<file path="src/rtl/dram_arbiter.sv">
// Round-robin arbiter sharing one DRAM command port among NREQ requesters.
// Optional watchdog abort is enabled by defining DRAM_ARB_WATCHDOG_EN.
module dram_arbiter #(
  parameter int          NREQ    = 2,
  parameter int          AW      = 24,
  parameter int          DW      = 8,
  parameter int unsigned TIMEOUT = 1023
) (
  input  logic                 clk,
  input  logic                 rst,
  input  logic [NREQ-1:0]      req_ena,
  input  logic [NREQ-1:0]      req_write,
  input  logic [NREQ*AW-1:0]   req_addr,
  input  logic [NREQ*DW-1:0]   req_wr_data,
  output logic [NREQ-1:0]      req_ack,
  output logic [NREQ-1:0]      req_done,
  output logic [DW-1:0]        rd_out,
  output logic [1:0]           grant_id,
  output logic                 err,
  output logic [AW-1:0]        m_addr,
  output logic                 m_write,
  output logic                 m_ena,
  output logic [DW-1:0]        m_wr_data,
  input  logic                 m_ack,
  input  logic                 m_busy,
  input  logic [DW-1:0]        m_rd_data
);

  typedef enum logic [1:0] {
    IDLE  = 2'd0,
    ISSUE = 2'd1,
    WAIT  = 2'd2,
    DONE  = 2'd3
  } state_t;

  state_t            state_q, state_d;
  logic [1:0]        ptr_q, ptr_d;
  logic [1:0]        grant_id_q, grant_id_d;
  logic              guard_q, guard_d;
  logic [AW-1:0]     m_addr_q, m_addr_d;
  logic              m_write_q, m_write_d;
  logic              m_ena_q, m_ena_d;
  logic [DW-1:0]     m_wr_data_q, m_wr_data_d;
  logic [NREQ-1:0]   req_ack_q, req_ack_d;
  logic [NREQ-1:0]   req_done_q, req_done_d;
  logic [DW-1:0]     rd_out_q, rd_out_d;
  logic              err_q, err_d;

  logic [3:0]        req_pad_s;
  logic [2:0]        idx_s;
  logic              found_s;
  logic [1:0]        win_s;
  logic [1:0]        ptr_next_s;
  logic [AW-1:0]     sel_addr_s;
  logic              sel_write_s;
  logic [DW-1:0]     sel_data_s;

`ifdef DRAM_ARB_WATCHDOG_EN
  localparam int WDW = $clog2(TIMEOUT + 1);
  logic [WDW-1:0]    wd_q, wd_d;
`endif

  function automatic logic [NREQ-1:0] onehot(input logic [1:0] id);
    logic [NREQ-1:0] r;
    for (int i = 0; i < NREQ; i++) begin
      r[i] = (2'(i) == id);
    end
    return r;
  endfunction

  // Round-robin search from the pointer, wrapping modulo NREQ; also muxes the winner's fields.
  always_comb begin
    req_pad_s   = 4'(req_ena);
    idx_s       = 3'd0;
    found_s     = 1'b0;
    win_s       = 2'd0;
    sel_addr_s  = '0;
    sel_write_s = 1'b0;
    sel_data_s  = '0;
    for (int i = 0; i < NREQ; i++) begin
      idx_s = {1'b0, ptr_q} + 3'(i);
      if (idx_s >= 3'(NREQ)) begin
        idx_s = idx_s - 3'(NREQ);
      end else begin
        idx_s = idx_s;
      end
      if (!found_s && req_pad_s[idx_s[1:0]]) begin
        found_s = 1'b1;
        win_s   = idx_s[1:0];
      end else begin
        found_s = found_s;
      end
    end
    for (int i = 0; i < NREQ; i++) begin
      if (2'(i) == win_s) begin
        sel_addr_s  = req_addr[i*AW +: AW];
        sel_write_s = req_write[i];
        sel_data_s  = req_wr_data[i*DW +: DW];
      end else begin
        sel_write_s = sel_write_s;
      end
    end
    if (win_s == 2'(NREQ - 1)) begin
      ptr_next_s = 2'd0;
    end else begin
      ptr_next_s = win_s + 2'd1;
    end
  end

  // Next-state and registered-output logic of the handshake FSM.
  always_comb begin
    state_d     = state_q;
    ptr_d       = ptr_q;
    grant_id_d  = grant_id_q;
    guard_d     = guard_q;
    m_addr_d    = m_addr_q;
    m_write_d   = m_write_q;
    m_ena_d     = m_ena_q;
    m_wr_data_d = m_wr_data_q;
    req_ack_d   = '0;
    req_done_d  = '0;
    rd_out_d    = rd_out_q;
    err_d       = 1'b0;
`ifdef DRAM_ARB_WATCHDOG_EN
    wd_d        = wd_q;
`endif

    case (state_q)
      IDLE: begin
        // m_busy high also holds off grants while the DRAM initialises
        if (!m_busy && found_s) begin
          m_addr_d    = sel_addr_s;
          m_write_d   = sel_write_s;
          m_wr_data_d = sel_data_s;
          m_ena_d     = 1'b1;
          grant_id_d  = win_s;
          ptr_d       = ptr_next_s;
          state_d     = ISSUE;
`ifdef DRAM_ARB_WATCHDOG_EN
          wd_d        = '0;
`endif
        end else begin
          state_d = IDLE;
        end
      end
      ISSUE: begin
        if (m_ack) begin
          m_ena_d   = 1'b0;
          req_ack_d = onehot(grant_id_q);
          guard_d   = 1'b1;
          state_d   = WAIT;
        end else begin
          state_d = ISSUE;
        end
      end
      WAIT: begin
        // busy may rise a cycle after ack, so the first WAIT cycle never completes
        if (guard_q) begin
          guard_d = 1'b0;
        end else if (!m_busy) begin
          if (!m_write_q) begin
            rd_out_d = m_rd_data;
          end else begin
            rd_out_d = rd_out_q;
          end
          state_d = DONE;
        end else begin
          state_d = WAIT;
        end
      end
      DONE: begin
        req_done_d = onehot(grant_id_q);
        state_d    = IDLE;
      end
      default: begin
        state_d = IDLE;
      end
    endcase

`ifdef DRAM_ARB_WATCHDOG_EN
    if ((state_q == ISSUE) || (state_q == WAIT)) begin
      if (wd_q == WDW'(TIMEOUT - 1)) begin
        m_ena_d    = 1'b0;
        req_ack_d  = '0;
        guard_d    = 1'b0;
        err_d      = 1'b1;
        req_done_d = onehot(grant_id_q);
        rd_out_d   = rd_out_q;
        state_d    = IDLE;
      end else begin
        wd_d = wd_q + WDW'(1);
      end
    end else begin
      wd_d = wd_d;
    end
`endif
  end

  // State and output registers with asynchronous reset.
  always_ff @(posedge clk or posedge rst) begin
    if (rst) begin
      state_q     <= IDLE;
      ptr_q       <= 2'd0;
      grant_id_q  <= 2'd0;
      guard_q     <= 1'b0;
      m_addr_q    <= '0;
      m_write_q   <= 1'b0;
      m_ena_q     <= 1'b0;
      m_wr_data_q <= '0;
      req_ack_q   <= '0;
      req_done_q  <= '0;
      rd_out_q    <= '0;
      err_q       <= 1'b0;
`ifdef DRAM_ARB_WATCHDOG_EN
      wd_q        <= '0;
`endif
    end else begin
      state_q     <= state_d;
      ptr_q       <= ptr_d;
      grant_id_q  <= grant_id_d;
      guard_q     <= guard_d;
      m_addr_q    <= m_addr_d;
      m_write_q   <= m_write_d;
      m_ena_q     <= m_ena_d;
      m_wr_data_q <= m_wr_data_d;
      req_ack_q   <= req_ack_d;
      req_done_q  <= req_done_d;
      rd_out_q    <= rd_out_d;
      err_q       <= err_d;
`ifdef DRAM_ARB_WATCHDOG_EN
      wd_q        <= wd_d;
`endif
    end
  end

  assign req_ack   = req_ack_q;
  assign req_done  = req_done_q;
  assign rd_out    = rd_out_q;
  assign grant_id  = grant_id_q;
  assign err       = err_q;
  assign m_addr    = m_addr_q;
  assign m_write   = m_write_q;
  assign m_ena     = m_ena_q;
  assign m_wr_data = m_wr_data_q;

endmodule

</file>
<file path="config.mk">
export PLATFORM = sky130hd
export DESIGN_NAME = dram_arbiter
export DESIGN_NICKNAME = d
export VERILOG_FILES = /design/src/rtl/dram_arbiter.sv
export SDC_FILE = /design/constraint.sdc
export NUM_CORES = 1
export LEC_CHECK = 0
export BUFFER_PORTS_ARGS = -buffer_cell sky130_fd_sc_hd__buf_4
export CAP_MARGIN = 0
export CORE_AREA = 2 2 83 77
export CTS_CLUSTER_DIAMETER = 120
export DETAILED_ROUTE_END_ITERATION = 10
export DIE_AREA = 0 0 85 79
export PLACE_DENSITY = 0.75
export SLEW_MARGIN = 20
export SYNTH_ARGS = -nofsm -noshare
export SYNTH_HDL_FRONTEND = slang
export SYNTH_SLANG_ARGS = --single-unit
</file>
<file path="constraint.sdc">
create_clock -name clk -period 2.07 [get_ports clk]
set_input_delay 0.621 -clock clk [delete_from_list [all_inputs] [get_ports clk]]
set_output_delay 0.621 -clock clk [all_outputs]
set_load 0.01 [all_outputs]
</file>
== Word-level counts from Yosys, hierarchy flattened ==
Cells that the tools add are included.
Storage, ports and cells
  flip-flop bits (word level): 53
  input bits: 80
  output and inout port bits: 49
  word-level logic and storage cells: 74
Cells by class
  add/subtract/negate cells: 4
  $lt $le $gt $ge: 4
  equal/unequal tests: 9
  mux-type cells: 30
  bitwise gates (word level): 3
  reduce and logical (&&, ||, !) cells: 13
Operators with widths (count)
  24-bit two-way mux: 2
  2-bit two-way mux: 10
  8-bit two-way mux: 2
  1-bit two-way mux: 11
  2-bit one-hot mux with 4 select lines: 1
  2-bit zero test: 3
  2-bit by 3-bit < comparator with 1-bit output, second input constant: 2
  2-bit inequality test, second input constant: 3
  1-bit binary-select mux with 2-bit select: 2
  1-bit by 2-bit equality test with 1-bit output, first input constant: 2
  2-bit by 1-bit equality test with 1-bit output, second input constant: 2
  2-bit equality test, second input constant: 2
  1-bit one-hot mux with 2 select lines: 2
  2-bit AND reduction: 2
  4-bit AND reduction: 1
  2-bit nonzero test: 2
  2-bit subtractor, second input constant: 2
  2-bit by 1-bit adder with 3-bit output, second input constant: 1
  3-bit by 2-bit >= comparator with 1-bit output, second input constant: 1
  1-bit NOT: 3
  3-bit AND reduction: 1
  2-bit by 1-bit adder with 2-bit output, second input constant: 1
  2-bit >= comparator, second input constant: 1
  1-bit logical AND: 2
  1-bit zero test: 2

== Longest topological paths before layout ==
  depth after elaboration: 11
  gate-level depth with buffers: 6
  mapped depth without buffers: 4

== Worst setup path after synthesis ==
Ideal clock, no wire load.
  kind: input to register
  start point: input port m_busy
  end point: register rd_out_q[2], in the netlist rd_out[2]
  data arrival time: 1.487 ns
  data required time: 1.945 ns
  slack: 0.458 ns
  cell stages on the path: 3
  cells stage by stage: or3_4 -> nor2_8 -> mux2_2
Between the ends
  longest elaborated chain between the ends: 2
RTL lines
  from (decl): RTL line 25  | input logic m_busy,
  1-bit NOT (no source line)
  4-bit AND reduction (no source line)
  to (signal assigned): RTL line 228  | rd_out_q <= rd_out_d;
  to (decl): RTL line 46  | logic [DW-1:0] rd_out_q, rd_out_d;
Every way passes these cells.
A chain may end at the register's enable or synchronous reset.

== Final worst setup path ==
  start point: register m_write_q, in the netlist m_write
  end point: output port m_write
RTL lines
  from (decl): RTL line 41  | logic m_write_q, m_write_d;
  from (signal assigned): RTL line 223  | m_write_q <= m_write_d;
  to (decl): RTL line 21  | output logic m_write,
No word-level cell between the ends.

==> qor.json <==
{
  "final.period_utilization_pct": 77.6,
  "clk_latency_ps": 300,
  "detail_route.iter0.violations": 52,
  "ff2ff_path_depth": 4,
  "netlist_area_um2": 2290,
  "die_h_um": 79,
  "sequential_cell_area_um2": 1330,
  "fmax_mhz": 623,
  "grt_max_degree": 54,
  "postLayoutSetupSlackWorst_ps": 464,
  "rsz0062_at_grt": "false",
  "critical_path.endpoint_type": "output port",
  "critical_path_peak_fanout": 3,
  "p_total_uw": 4070,
  "multi_input_area_um2": 898,
  "r2r_setup_slack_ps": 490,
  "initial_core_util_pct": 38.7,
  "clock_tree_from_tritoncts": "built",
  "ys_ff_latch": 53,
  "die_area_um2": 6720,
  "synthesis.nets": 282,
  "postLayoutCoreUtil_pct": 57.9,
  "grt_pass1_wl_um": 8760,
  "setup_tns_ps": 0,
  "clock_tree.buffer_depth": 2,
  "cellPowerDensity_nw_per_um2": 1190,
  "drt_pre_antenna_iters": 4,
  "drt_drc_violations_left": 0,
  "fillers": 529,
  "worst-endpoint-required_ps": 1450,
  "detail_route.wl_per_cell_um": 12.9,
  "drt_wl_total_um": 5200,
  "post_synth_num_cell_types": 25,
  "vias_per_cell": 4.66,
  "drive_gt1_share_pct": 45.5,
  "hold_viol": 0,
  "first_global_vias": 1893,
  "worst_ep_arrival_time_ps": 990,
  "cell_count_after_synthesis": 202,
  "max-cap-violations": 0,
  "cts.reportedPaths.clkPinSlew_ps": 90,
  "worstHoldPathType": "input port to async pin",
  "initial_antenna_violation_count": 0,
  "critical_path_class": "register to output port",
  "numPortBuffers": 127,
  "coreArea_um2": 5910,
  "crit_path_top_delay_cell": "sky130_fd_sc_hd__dfrtp_1",
  "design.portCount": 129,
  "tritoncts.num_buffers": 5,
  "htree_levels": 2,
  "place.detailed.hpwl_um": 3990,
  "min_period_ps": 1610,
  "power_leakage_uw": 0.00184,
  "grt_overflow": 0,
  "globalRouteTotalUtil_pct": 16.3,
  "fin_worst_hold_slack_ps": 367,
  "post-place-ws_ps": 297,
  "final-max-slew-violation-count": 0,
  "vias": 1875,
  "cts.hold.buffers_added": 0,
  "yosys_warnings": 0,
  "cpLargestDelayFamily": "flip-flops",
  "cp.buffers_inverters": 1,
  "cp-start-kind": "register",
  "antenna_violating_nets_left": 0,
  "gp_congestion": 0.779,
  "nets": 410,
  "ys_top_cells_by_area": "sky130_fd_sc_hd__dfrtp_1 (58%), sky130_fd_sc_hd__mux2i_1 (14%), sky130_fd_sc_hd__o21ai_0 (7.7%)",
  "area.growth.synth_to_final_pct": 49.5,
  "timing.final.setup_violations": 0,
  "outcome": "finished, final reports clean",
  "worst_r2r_startpoint": "state_q[0]",
  "placementRows": 27,
  "crit_path_cell_trace": "buf_4",
  "cts-resized-gates": 0,
  "antenna_cells": 0,
  "clock_net_sink_count": 53,
  "worst_r2r_endpoint": "rd_out[5]",
  "vdd_drop_max_v": 0.000599,
  "skew_ps": 4.28,
  "postSynthAreaPerCell_um2": 11.3,
  "max_stage_delay_ps": 510,
  "synth_sequential_area_ratio_pct": 57.9,
  "post_cts.repair.setup_buffers": 0,
  "yosys.area.top_type_share_pct": 57.9,
  "root_buffer": "sky130_fd_sc_hd__clkbuf_8",
  "dieWidth_um": 85,
  "synth_top_area_cell": "sky130_fd_sc_hd__dfrtp_1"
}
==> synth_stat cells <==
master,instances
sky130_fd_sc_hd__a21oi_1,1
sky130_fd_sc_hd__nand2b_1,1
sky130_fd_sc_hd__nand2b_4,1
sky130_fd_sc_hd__nand3b_1,1
sky130_fd_sc_hd__buf_2,4
sky130_fd_sc_hd__inv_1,3
sky130_fd_sc_hd__buf_4,4
sky130_fd_sc_hd__and2_1,2
sky130_fd_sc_hd__a21boi_0,1
sky130_fd_sc_hd__dfrtp_1,53
sky130_fd_sc_hd__clkbuf_4,1
sky130_fd_sc_hd__o21ai_0,35
sky130_fd_sc_hd__a31oi_1,1
sky130_fd_sc_hd__conb_1,1
sky130_fd_sc_hd__nand2_1,40
sky130_fd_sc_hd__mux2i_1,33
sky130_fd_sc_hd__o311ai_0,1
sky130_fd_sc_hd__clkbuf_2,3
sky130_fd_sc_hd__nor2_1,2
sky130_fd_sc_hd__or3_4,1
sky130_fd_sc_hd__nor2_8,1
sky130_fd_sc_hd__mux2_1,3
sky130_fd_sc_hd__mux2_2,5
sky130_fd_sc_hd__nor3_1,3
sky130_fd_sc_hd__o21ai_2,1
==> cell families after synthesis <==
kind of cell	Yosys count	synth area share, %
buffers and inverters	15	3.66
other	1	0.164
and+or+nand+nor	52	10.7
DFF	53	57.9
AOI/OAI and AO/OA	40	9.24
muxes	41	18.4
==> state kept, by name, summed over array words and instances, names as in the netlist, 2 cells and up, named ones only <==
signal	cells
m_addr	24
ptr_q	2
m_wr_data	8
grant_id	2
rd_out	8
req_ack	2
req_done	2
==> how the worst max path moves through the flow <==
stage                endpoint  depth (start not counted)  slack (ps)     from
finish                m_write                          1         460  m_write
global route          m_write                          1         430  m_write
CTS                   m_write                          1         450  m_write
detailed placement  rd_out[5]                          4         300   m_busy
global placement    rd_out[4]                          4         310   m_busy
floorplan           async pin                          1         160      rst
==> cell type report <==
class	instances	area share [%]
inverters	3	0.329
clock buffers	7	2.52
flip-flops and latches	53	38.7
well taps	72	2.63
multi-input cells	134	26.2
repair buffers	133	29.5
==> where the power goes <==
part,internal [uW],switching [uW]
registers,1480,282
logic,923,799
clock network,266,312
total,2670,1390
==> through the flow <==
| stage | cell area [um^2] | std cells |
|---|---|---|
| 2_1_floorplan | 2290 | 202 |
| 3_3_place_gp | 3340 | 395 |
| 3_5_place_dp | 3340 | 395 |
| 4_1_cts | 3420 | 402 |
| 5_1_grt | 3420 | 402 |
| 6_report | 3420 | 402 |
==> cells in the final DEF (no fill, tap or decap), drive strengths merged, types with 2 or more instances in the layout <==
cell	instances
nor2	3
o21ai	36
nand2	40
clkbuf	7
inv	3
dfrtp	53
buf	133
nand2b	2
mux2i	33
mux2	8
nor3	3
and2	2
==> metal layers <==
metal | up-vias | global-route usage (%) | wire, um
li1 | 939 | - | -
met1 | 858 | 21.3 | 2220
met2 | 72 | 26.7 | 2530
met3 | 6 | 4.26 | 389
met4 | 0 | 4.76 | 59
met5 | - | 0 | 0
==> tightest hold or removal path: stages <==
cell and delay [ps]:
sky130_fd_sc_hd__buf_4 110, sky130_fd_sc_hd__inv_2 60, sky130_fd_sc_hd__buf_12 270
Power figures use the tool's default switching activity.
